**config.mk**
```make
export PLATFORM = sky130hd
export DESIGN_NAME = bitonic_sort_pipe
export DESIGN_NICKNAME = d
export VERILOG_FILES = /design/src/rtl/bitonic_sort_pipe_pkg.sv /design/src/rtl/bitonic_sort_pipe_cmp_swap.sv /design/src/rtl/bitonic_sort_pipe.sv
export SDC_FILE = /design/constraint.sdc
export NUM_CORES = 1
export LEC_CHECK = 0
export BUFFER_PORTS_ARGS = -buffer_cell sky130_fd_sc_hd__buf_2
export CAP_MARGIN = 20
export CORE_MARGIN = 2
export CORE_UTILIZATION = 40
export DETAILED_ROUTE_END_ITERATION = 7
export GPL_TIMING_DRIVEN = 0
export MAX_ROUTING_LAYER = met4
export PLACE_DENSITY = 0.73
export SETUP_SLACK_MARGIN = 0.5
export SLEW_MARGIN = 40
export SYNTH_ARGS = -nofsm -noshare
export SYNTH_HDL_FRONTEND = slang
export SYNTH_SLANG_ARGS = --single-unit
```
**constraint.sdc**
```tcl
create_clock -name clk -period 4.15 [get_ports clk]
set_input_delay 0.6225 -clock clk [delete_from_list [all_inputs] [get_ports clk]]
set_output_delay 0.6225 -clock clk [all_outputs]
set_load 0.01 [all_outputs]
```
**src/rtl/bitonic_sort_pipe_pkg.sv**
```systemverilog
// Shared helpers for the pipelined bitonic sorter: lane/stage counts and the
// mapping from a flat network column index to its bitonic (p, q) coordinates.
package sort_pkg;

    // Lane count N = 2**log2n.
    function automatic int lanes(input int log2n);
        return 1 << log2n;
    endfunction

    // Number of network columns (and pipeline stages) for 2**log2n lanes.
    function automatic int stage_count(input int log2n);
        return (log2n * (log2n + 1)) / 2;
    endfunction

    // Merge level p of column k; columns run p = 1..log2n, q = p..1.
    function automatic int col_p(input int k, input int log2n);
        int idx = 0;
        int res = 1;
        for (int p = 1; p <= log2n; p++) begin
            for (int q = p; q >= 1; q--) begin
                if (idx == k) res = p;
                idx++;
            end
        end
        return res;
    endfunction

    // Sub-step q of column k; the column pairs lanes whose index differs in bit q-1.
    function automatic int col_q(input int k, input int log2n);
        int idx = 0;
        int res = 1;
        for (int p = 1; p <= log2n; p++) begin
            for (int q = p; q >= 1; q--) begin
                if (idx == k) res = q;
                idx++;
            end
        end
        return res;
    endfunction

    // Low lane of the j-th pair in a column with sub-step q: j with a zero
    // inserted at bit position q-1.
    function automatic int low_lane(input int j, input int q);
        return ((j >> (q - 1)) << q) | (j & ((1 << (q - 1)) - 1));
    endfunction

endpackage

```
**src/rtl/bitonic_sort_pipe_cmp_swap.sv**
```systemverilog
// Combinational compare-exchange element. dir = 0 puts the minimum on lo,
// dir = 1 puts the maximum on lo. Equal keys are passed through unswapped.
module cmp_swap #(
    parameter int W      = 32,
    parameter int SIGNED = 0
) (
    input  logic [W-1:0] a,
    input  logic [W-1:0] b,
    input  logic         dir,
    output logic [W-1:0] lo,
    output logic [W-1:0] hi
);

    logic a_lt_b;
    logic b_lt_a;
    logic swap;

    generate
        if (SIGNED != 0) begin : g_signed
            assign a_lt_b = $signed(a) < $signed(b);
            assign b_lt_a = $signed(b) < $signed(a);
        end else begin : g_unsigned
            assign a_lt_b = a < b;
            assign b_lt_a = b < a;
        end
    endgenerate

    // Strict comparisons only, so ties never swap.
    assign swap = dir ? a_lt_b : b_lt_a;
    assign lo   = swap ? b : a;
    assign hi   = swap ? a : b;

endmodule

```
**src/rtl/bitonic_sort_pipe.sv**
```systemverilog
// Pipelined bitonic sorting network: one register per network column,
// valid/ready flow control with bubble collapse, per-vector sort direction.
module bitonic_sort_pipe
    import sort_pkg::*;
#(
    parameter  int W      = 32,
    parameter  int LOG2N  = 2,
    parameter  int SIGNED = 0,
    localparam int N      = lanes(LOG2N),
    localparam int S      = stage_count(LOG2N),
    localparam int OW     = $clog2(S + 1)
) (
    input  logic          clk,
    input  logic          rst_n,
    input  logic          in_valid,
    output logic          in_ready,
    input  logic [N*W-1:0] in_data,
    input  logic          in_desc,
    output logic          out_valid,
    input  logic          out_ready,
    output logic [N*W-1:0] out_data,
    output logic          out_desc,
    output logic [OW-1:0] occupancy
);

    logic [N*W-1:0] data_reg [S];
    logic [S-1:0]   valid_reg;
    logic [S-1:0]   desc_reg;
    logic [OW-1:0]  occ_reg;

    logic [N*W-1:0] col_in  [S];
    logic [N*W-1:0] col_out [S];
    logic [S-1:0]   col_valid;
    logic [S-1:0]   col_desc;
    logic [S-1:0]   adv;
    logic [S-1:0]   valid_next;
    logic [OW-1:0]  occ_next;

    // Column k consumes the inputs (k = 0) or the previous stage register.
    always_comb begin
        col_in[0]    = in_data;
        col_valid    = '0;
        col_desc     = '0;
        col_valid[0] = in_valid;
        col_desc[0]  = in_desc;
        for (int k = 1; k < S; k++) begin
            col_in[k]    = data_reg[k-1];
            col_valid[k] = valid_reg[k-1];
            col_desc[k]  = desc_reg[k-1];
        end
    end

    // Advance chain from the output back to stage 0: a stage may load when it
    // is empty or when everything downstream of it is moving.
    always_comb begin
        logic chain;
        adv   = '0;
        chain = !valid_reg[S-1] | out_ready;
        adv[S-1] = chain;
        for (int k = S - 2; k >= 0; k--) begin
            chain  = !valid_reg[k] | chain;
            adv[k] = chain;
        end
    end

    // Next valid pattern and its popcount, so occupancy tracks the valid bits.
    always_comb begin
        valid_next = '0;
        occ_next   = '0;
        for (int k = 0; k < S; k++) begin
            valid_next[k] = adv[k] ? col_valid[k] : valid_reg[k];
            occ_next      = occ_next + OW'(valid_next[k]);
        end
    end

    // Compare-exchange array: S columns of N/2 elements each.
    generate
        for (genvar gi = 0; gi < S; gi++) begin : g_col
            localparam int P = col_p(gi, LOG2N);
            localparam int Q = col_q(gi, LOG2N);
            for (genvar gj = 0; gj < N / 2; gj++) begin : g_pair
                localparam int LO = low_lane(gj, Q);
                localparam int HI = LO + (1 << (Q - 1));
                // Bit p of the lane index selects the merge direction; on the
                // final level (p = LOG2N) LO < N so the bit is naturally 0.
                localparam logic BLK = ((LO >> P) & 1) != 0;
                logic dir;
                assign dir = BLK ^ col_desc[gi];
                cmp_swap #(
                    .W      (W),
                    .SIGNED (SIGNED)
                ) u_cs (
                    .a   (col_in[gi][LO*W +: W]),
                    .b   (col_in[gi][HI*W +: W]),
                    .dir (dir),
                    .lo  (col_out[gi][LO*W +: W]),
                    .hi  (col_out[gi][HI*W +: W])
                );
            end
        end
    endgenerate

    // Stage registers: load on advance; data only captured behind a valid.
    always_ff @(posedge clk) begin
        if (!rst_n) begin
            valid_reg <= '0;
            desc_reg  <= '0;
            occ_reg   <= '0;
            for (int k = 0; k < S; k++) begin
                data_reg[k] <= '0;
            end
        end else begin
            valid_reg <= valid_next;
            occ_reg   <= occ_next;
            for (int k = 0; k < S; k++) begin
                if (adv[k]) begin
                    desc_reg[k] <= col_desc[k];
                    if (col_valid[k]) begin
                        data_reg[k] <= col_out[k];
                    end
                end
            end
        end
    end

    assign in_ready  = adv[0];
    assign out_valid = valid_reg[S-1];
    assign out_data  = data_reg[S-1];
    assign out_desc  = desc_reg[S-1];
    assign occupancy = occ_reg;

endmodule

```
# Word-level counts from Yosys, hierarchy flattened
# Memory sizes are Yosys's and may differ from the RTL's.
# Cells that the tools add are included.
[totals]
regBits = 8
ram_bits = 384
input_bits = 133
output_inout_bits = 133
elab_cells = 66
mem_count = 1
[classes]
addsub = 2
magnitude_cmp = 12
n_mux = 37
n_bitwise = 6
reduce_logical = 3
[mem_list]
columns = ["memory", "words", "word_bits", "rd", "rd_clocked_by_memory_dff", "write_ports", "line_no", "text"]
rows = [
  ["data_reg", 3, 128, 3, 0, 3, "bitonic_sort_pipe.sv:26", "logic [N*W-1:0] data_reg [S];"],
]
[op_table]
columns = ["cell", "count"]
rows = [
  ["less-than comparator 32 bit", 12],
  ["2-to-1 mux 128 bit", 3],
  ["2-to-1 mux 32 bit", 12],
  ["2-to-1 mux 1 bit", 22],
  ["OR 1 bit", 6],
  ["zero test 1 bit", 3],
  ["adder 1 x 1 -> 2 bit", 1],
  ["adder 2 x 1 -> 2 bit", 1],
]

# Longest topological paths before layout
[depth]
ltp_word = 8
ltp_mapped = 11
mapped_depth_nobuf = 9

# Hierarchy
# A second synthesis with hierarchy kept.
[unflattened]
hier_cells = 2087
hier_area_um2 = 25160.4
[by_module_without_submodules]
columns = ["module", "instances", "cells_per_inst", "area_per_inst_um2", "seq_area_each_um2"]
rows = [
  ["bitonic_sort_pipe", 1, 892, 14908.0, 11691.2],
  ["cmp_swap (g_col[0].g_pair[0].u_cs ...)", 5, 187, 1655.3, 0.0],
  ["cmp_swap (g_col[1].g_pair[0].u_cs)", 1, 260, 1975.6, 0.0],
]

# Worst setup path before layout
# No wires, ideal clock.
[synth_timing]
path_type = "input port to flip-flop"
start = "in out_ready"
end = "mem data_reg[0][0] (netlist bit) (enable)"
setup_ns = 1.111
arrival_time_ns = 3.316
slack_ns = -0.277
stages = 5
cell_sequence = "nor2b_1 > clkbuf_1 > nand3_1 > nand2_1 > nand2_1"
[synth_lines]
columns = ["element", "line_no", "text"]
rows = [
  ["from (decl)", "bitonic_sort_pipe.sv:20", "input logic out_ready,"],
  ["to (decl)", "bitonic_sort_pipe.sv:26", ""],
]

==> results <==
- The number of routed nets with antenna violations is 0.
- Setup violations remaining at the end of the flow were counted as 0.
- The number of cells produced by synthesis is 1956.
- The final worst setup slack is 711 ps.
- Summed over all nets, the half-perimeter wirelength after detailed placement is 49.4 mm.
- The fraction of the cycle the final worst path needs is 0.829.
- TritonCTS built the clock tree.
- The global-route wire length before repair is 88.8 mm.
- The number of H-tree branching levels is 2.
- The power per cell area is 424 nW/um^2.
- The initial utilization of the core area, before any placement, comes to 0.406.
- The maximum vdd ir drop is 0.000220 V.
- Buffers inserted to repair hold after CTS numbered 0.
- The cell class contributing the biggest share of worst-path delay is simple AND/OR/NAND/NOR gates.
- The launch instance of the worst min-delay path is rst_n.
- The number of different library cells in the post-synthesis netlist is 40.
- At the pin with the least slew margin, the transition time is 755 ps.
- The buffer type at the clock tree root is clkbuf_16.
- The share of synthesized area occupied by flip-flops and latches is 0.520.
- The post-synth net total is 2282.
- The die area is 58100 sq um.
- Yosys printed 0 warnings.
- The fraction of registers with async set or reset after synthesis is 0.
- The buffers inserted during post-CTS setup optimization is 0.
- The cell with the most instances on the worst path is mux2i_1.
- By count the netlist is led by 425 x nand2_1, 390 x mux2i_1, 384 x edfxtp_1.
- The number of cells traversed by the worst register-to-register path is 11.
- Clock tree synthesis inserted a total of 40 buffers.
- The startpoint type of the worst setup path is a flip-flop.
- The signal on the critical path passes through inv_1 > ha_1 > nand4_1 > nor3_1 > a21boi_0 > or4b_1 > a2111oi_2 > mux2i_1 > buf_6 > buf_12 > mux2i_1.
- The global placer's final weighted congestion is 0.932.
- Setup repair after global routing left no endpoint under its margin.
- The met1 track demand over resource in global routing is 0.275.
- The die span in y is 241 um.
- The minimum setup slack among reg-to-reg paths is 710 ps.
- Summing over every cut layer, the via total after detailed routing is 15500.
- The run finished with clean final reports.
- Headroom to the max-slew limit came out at 0.492.
- OpenSTA, run right after detailed placement, puts the worst setup slack at 489 ps.
- For this run, the leading register cell type out of synthesis is edfxtp_1.
- The final total negative setup slack is 0 ps.
- The nature of the critical path endpoint is a flip-flop.
- The first-pass iteration count of the detailed router is 5.
- The clock slew seen by the registers of the worst setup and hold paths is 60 ps.
- The max-slew violation count is 0.
- A synthesized cell averages 11.5 sq um.
- Yosys mapped a number of flops with a built-in enable equal to 384.
- The initial DRC count is 992.
- Counting both buffers and inverters, the worst setup path holds a total of 3.
- The critical path's slowest cell is or4b_1.
- In the global route stage, met3 resource usage came out at 0.0311.
- By area the synthesized netlist is led by edfxtp_1 51%, mux2i_1 17%, ha_1 11%.
- For hold timing, the worst endpoint is desc_reg[2].
- The largest net degree at the start of global routing is 72.
- The mean routed wirelength per cell is 19.3 um.
- The clock period minus final worst setup slack is 3440 ps.
- No sink is reached through more buffers than the 3 on the longest clock path.
- In the final design database the tool counted 2592 nets.
- The critical path is of the reg -> reg type.
- The initial antenna violation count is 10.
- The number of cells on the worst hold path is 2.
- The library cell occupying the most area in the post-synthesis netlist is edfxtp_1.
- The type of the worst min-delay path is in -> reg.
- The region available for standard cell placement spans 55300 sq um.
- The routed wire length is 59.0 mm.
- The floorplan has 86 rows.
- The growth of design area from synthesis to finish is 16.4%.
- Gates resized during post-CTS repair numbered 0.
- The floorplan die width is 241 um.
- For met2 alone, demand over resource in global routing was 0.332.
- The share of Yosys cell area claimed by the top area cell type is 0.513.
- The vias per cell is 5.09.
- The maximum clock frequency is 291 MHz.
- For the worst setup path, the data arrival time is 3790 ps.
- After detailed routing, the number of remaining DRC violations is 0.
- The leakage power is 12.0 nW.
- The total grt overflow is 0.
- The clock latency on the worst-skew pair is 550 ps.
- The hold violation total from the final report is 0.
- The share of post-route cells with drive strength above 1 is 0.163.
- The number of flip-flops and latches in the synthesized netlist is 392.
- The worst path required time is 4500 ps.
- On the worst path, the slowest cell contributes a delay of 550 ps.
- The number of sinks driven by the clock tree is 392.
- In this run the tool buffered the top-level ports with 265 buffer cells.
- The via count of the first global-routing pass is 15600.
- The endpoint identified for the worst register-to-register timing path is data_reg[0][183].
- The biggest fanout along the worst timing path is 10.
- 266 I/O pins were placed.
- The number of max-cap violations is 0.
- The layer with the highest usage after global routing is met2.
- The global router's overall resource usage is 0.209.
- The setup skew after layout is 19.7 ps.
- In this run the critical register-to-register path is launched from data_reg[0][46].
- The most common cell in the netlist is nand2_1.
- The flip-flop count of the largest register, all copies and words added is 384.
- After synthesis the cells add up to 22500 sq um.
## stage by stage
stage               instance area, sq um  utilization  power (mW)  hold slack, ps  cells
global route                       26200        0.473        11.6             352   3050
CTS                                26100        0.473        11.1             336   3040
global placement                   24800        0.448        7.57             448   2969
detailed placement                 24900        0.450        7.66             456   2972
finish                             26200        0.473        11.1             359   3050
floorplan                          22500            -        6.81             485   1956
## worst reg2reg max path: cells and delay by family, from the launching register on
family | cells | cell delay [ps]
flops | 1 | 400
mux | 2 | 580
compound gates | 2 | 570
buf+inv | 3 | 500
fa+ha+maj | 1 | 330
simple gates | 3 | 890
## power breakdown
group,total [mW],internal (mW),switching [mW]
Sequential,5.13,4.86,0.264
Clock,3.51,2.05,1.46
Combinational,2.46,1.02,1.44
## logic make-up (layout without fill, tap and decap cells)
| family | count (synthesis) | in the layout | share of synthesized area |
|---|---|---|---|
| other | 0 | 10 | 0 |
| AND/OR/NAND/NOR | 538 | 538 | 0.100 |
| buffers and inverters | 281 | 617 | 0.0535 |
| adder cells (fa/ha/maj) | 193 | 193 | 0.108 |
| AO/OA/AOI/OAI | 161 | 161 | 0.0442 |
| multiplexers | 391 | 391 | 0.174 |
| flip-flops | 392 | 392 | 0.520 |
## cell usage in the layout (no fill, tap or decap), drive strengths merged, types with 6 or more instances in the layout
master,count
dfxtp,8
ha,192
nand4,42
nor3,10
mux2i,390
inv,196
a221o,7
diode,10
a2111oi,6
nor2,11
a21oi,80
buf,310
nor2b,15
o211ai,9
nand3,20
a21o,21
nand2,425
clkbuf,92
clkinv,14
o21ai,20
edfxtp,384
## area by class of cell
cell class                 instances  area, sq um
buffer                            87          478
tap                              748          936
fill                            5039        29100
clock buffer                      47         1050
multi-input combinational       1283         9650
antenna                           10         25.0
timing repair buffer             268         1410
clock inverter                    21          208
sequential                       392        11700
inverter                         194          728
## how the worst max path moves through the flow
| stage | startpoint | endpoint | depth (start not counted) |
|---|---|---|---|
| CTS | data_reg[0][199] | data_reg[0][348] | 10 |
| global placement | out_ready | data_reg[0][27] | 6 |
| floorplan | out_ready | data_reg[0][0] | 5 |
| finish | data_reg[0][46] | data_reg[0][183] | 11 |
| detailed placement | in_data[71] | data_reg[0][91] | 12 |
| global route | data_reg[0][46] | data_reg[0][169] | 11 |
## layer usage
layer | wire [um] | vias up
met1 | 26900 | 7368
met5 | 0 | -
met2 | 26900 | 418
met3 | 3150 | 111
li1 | - | 7629
met4 | 2060 | 0
No activity file was read; power rests on OpenSTA's default activity.
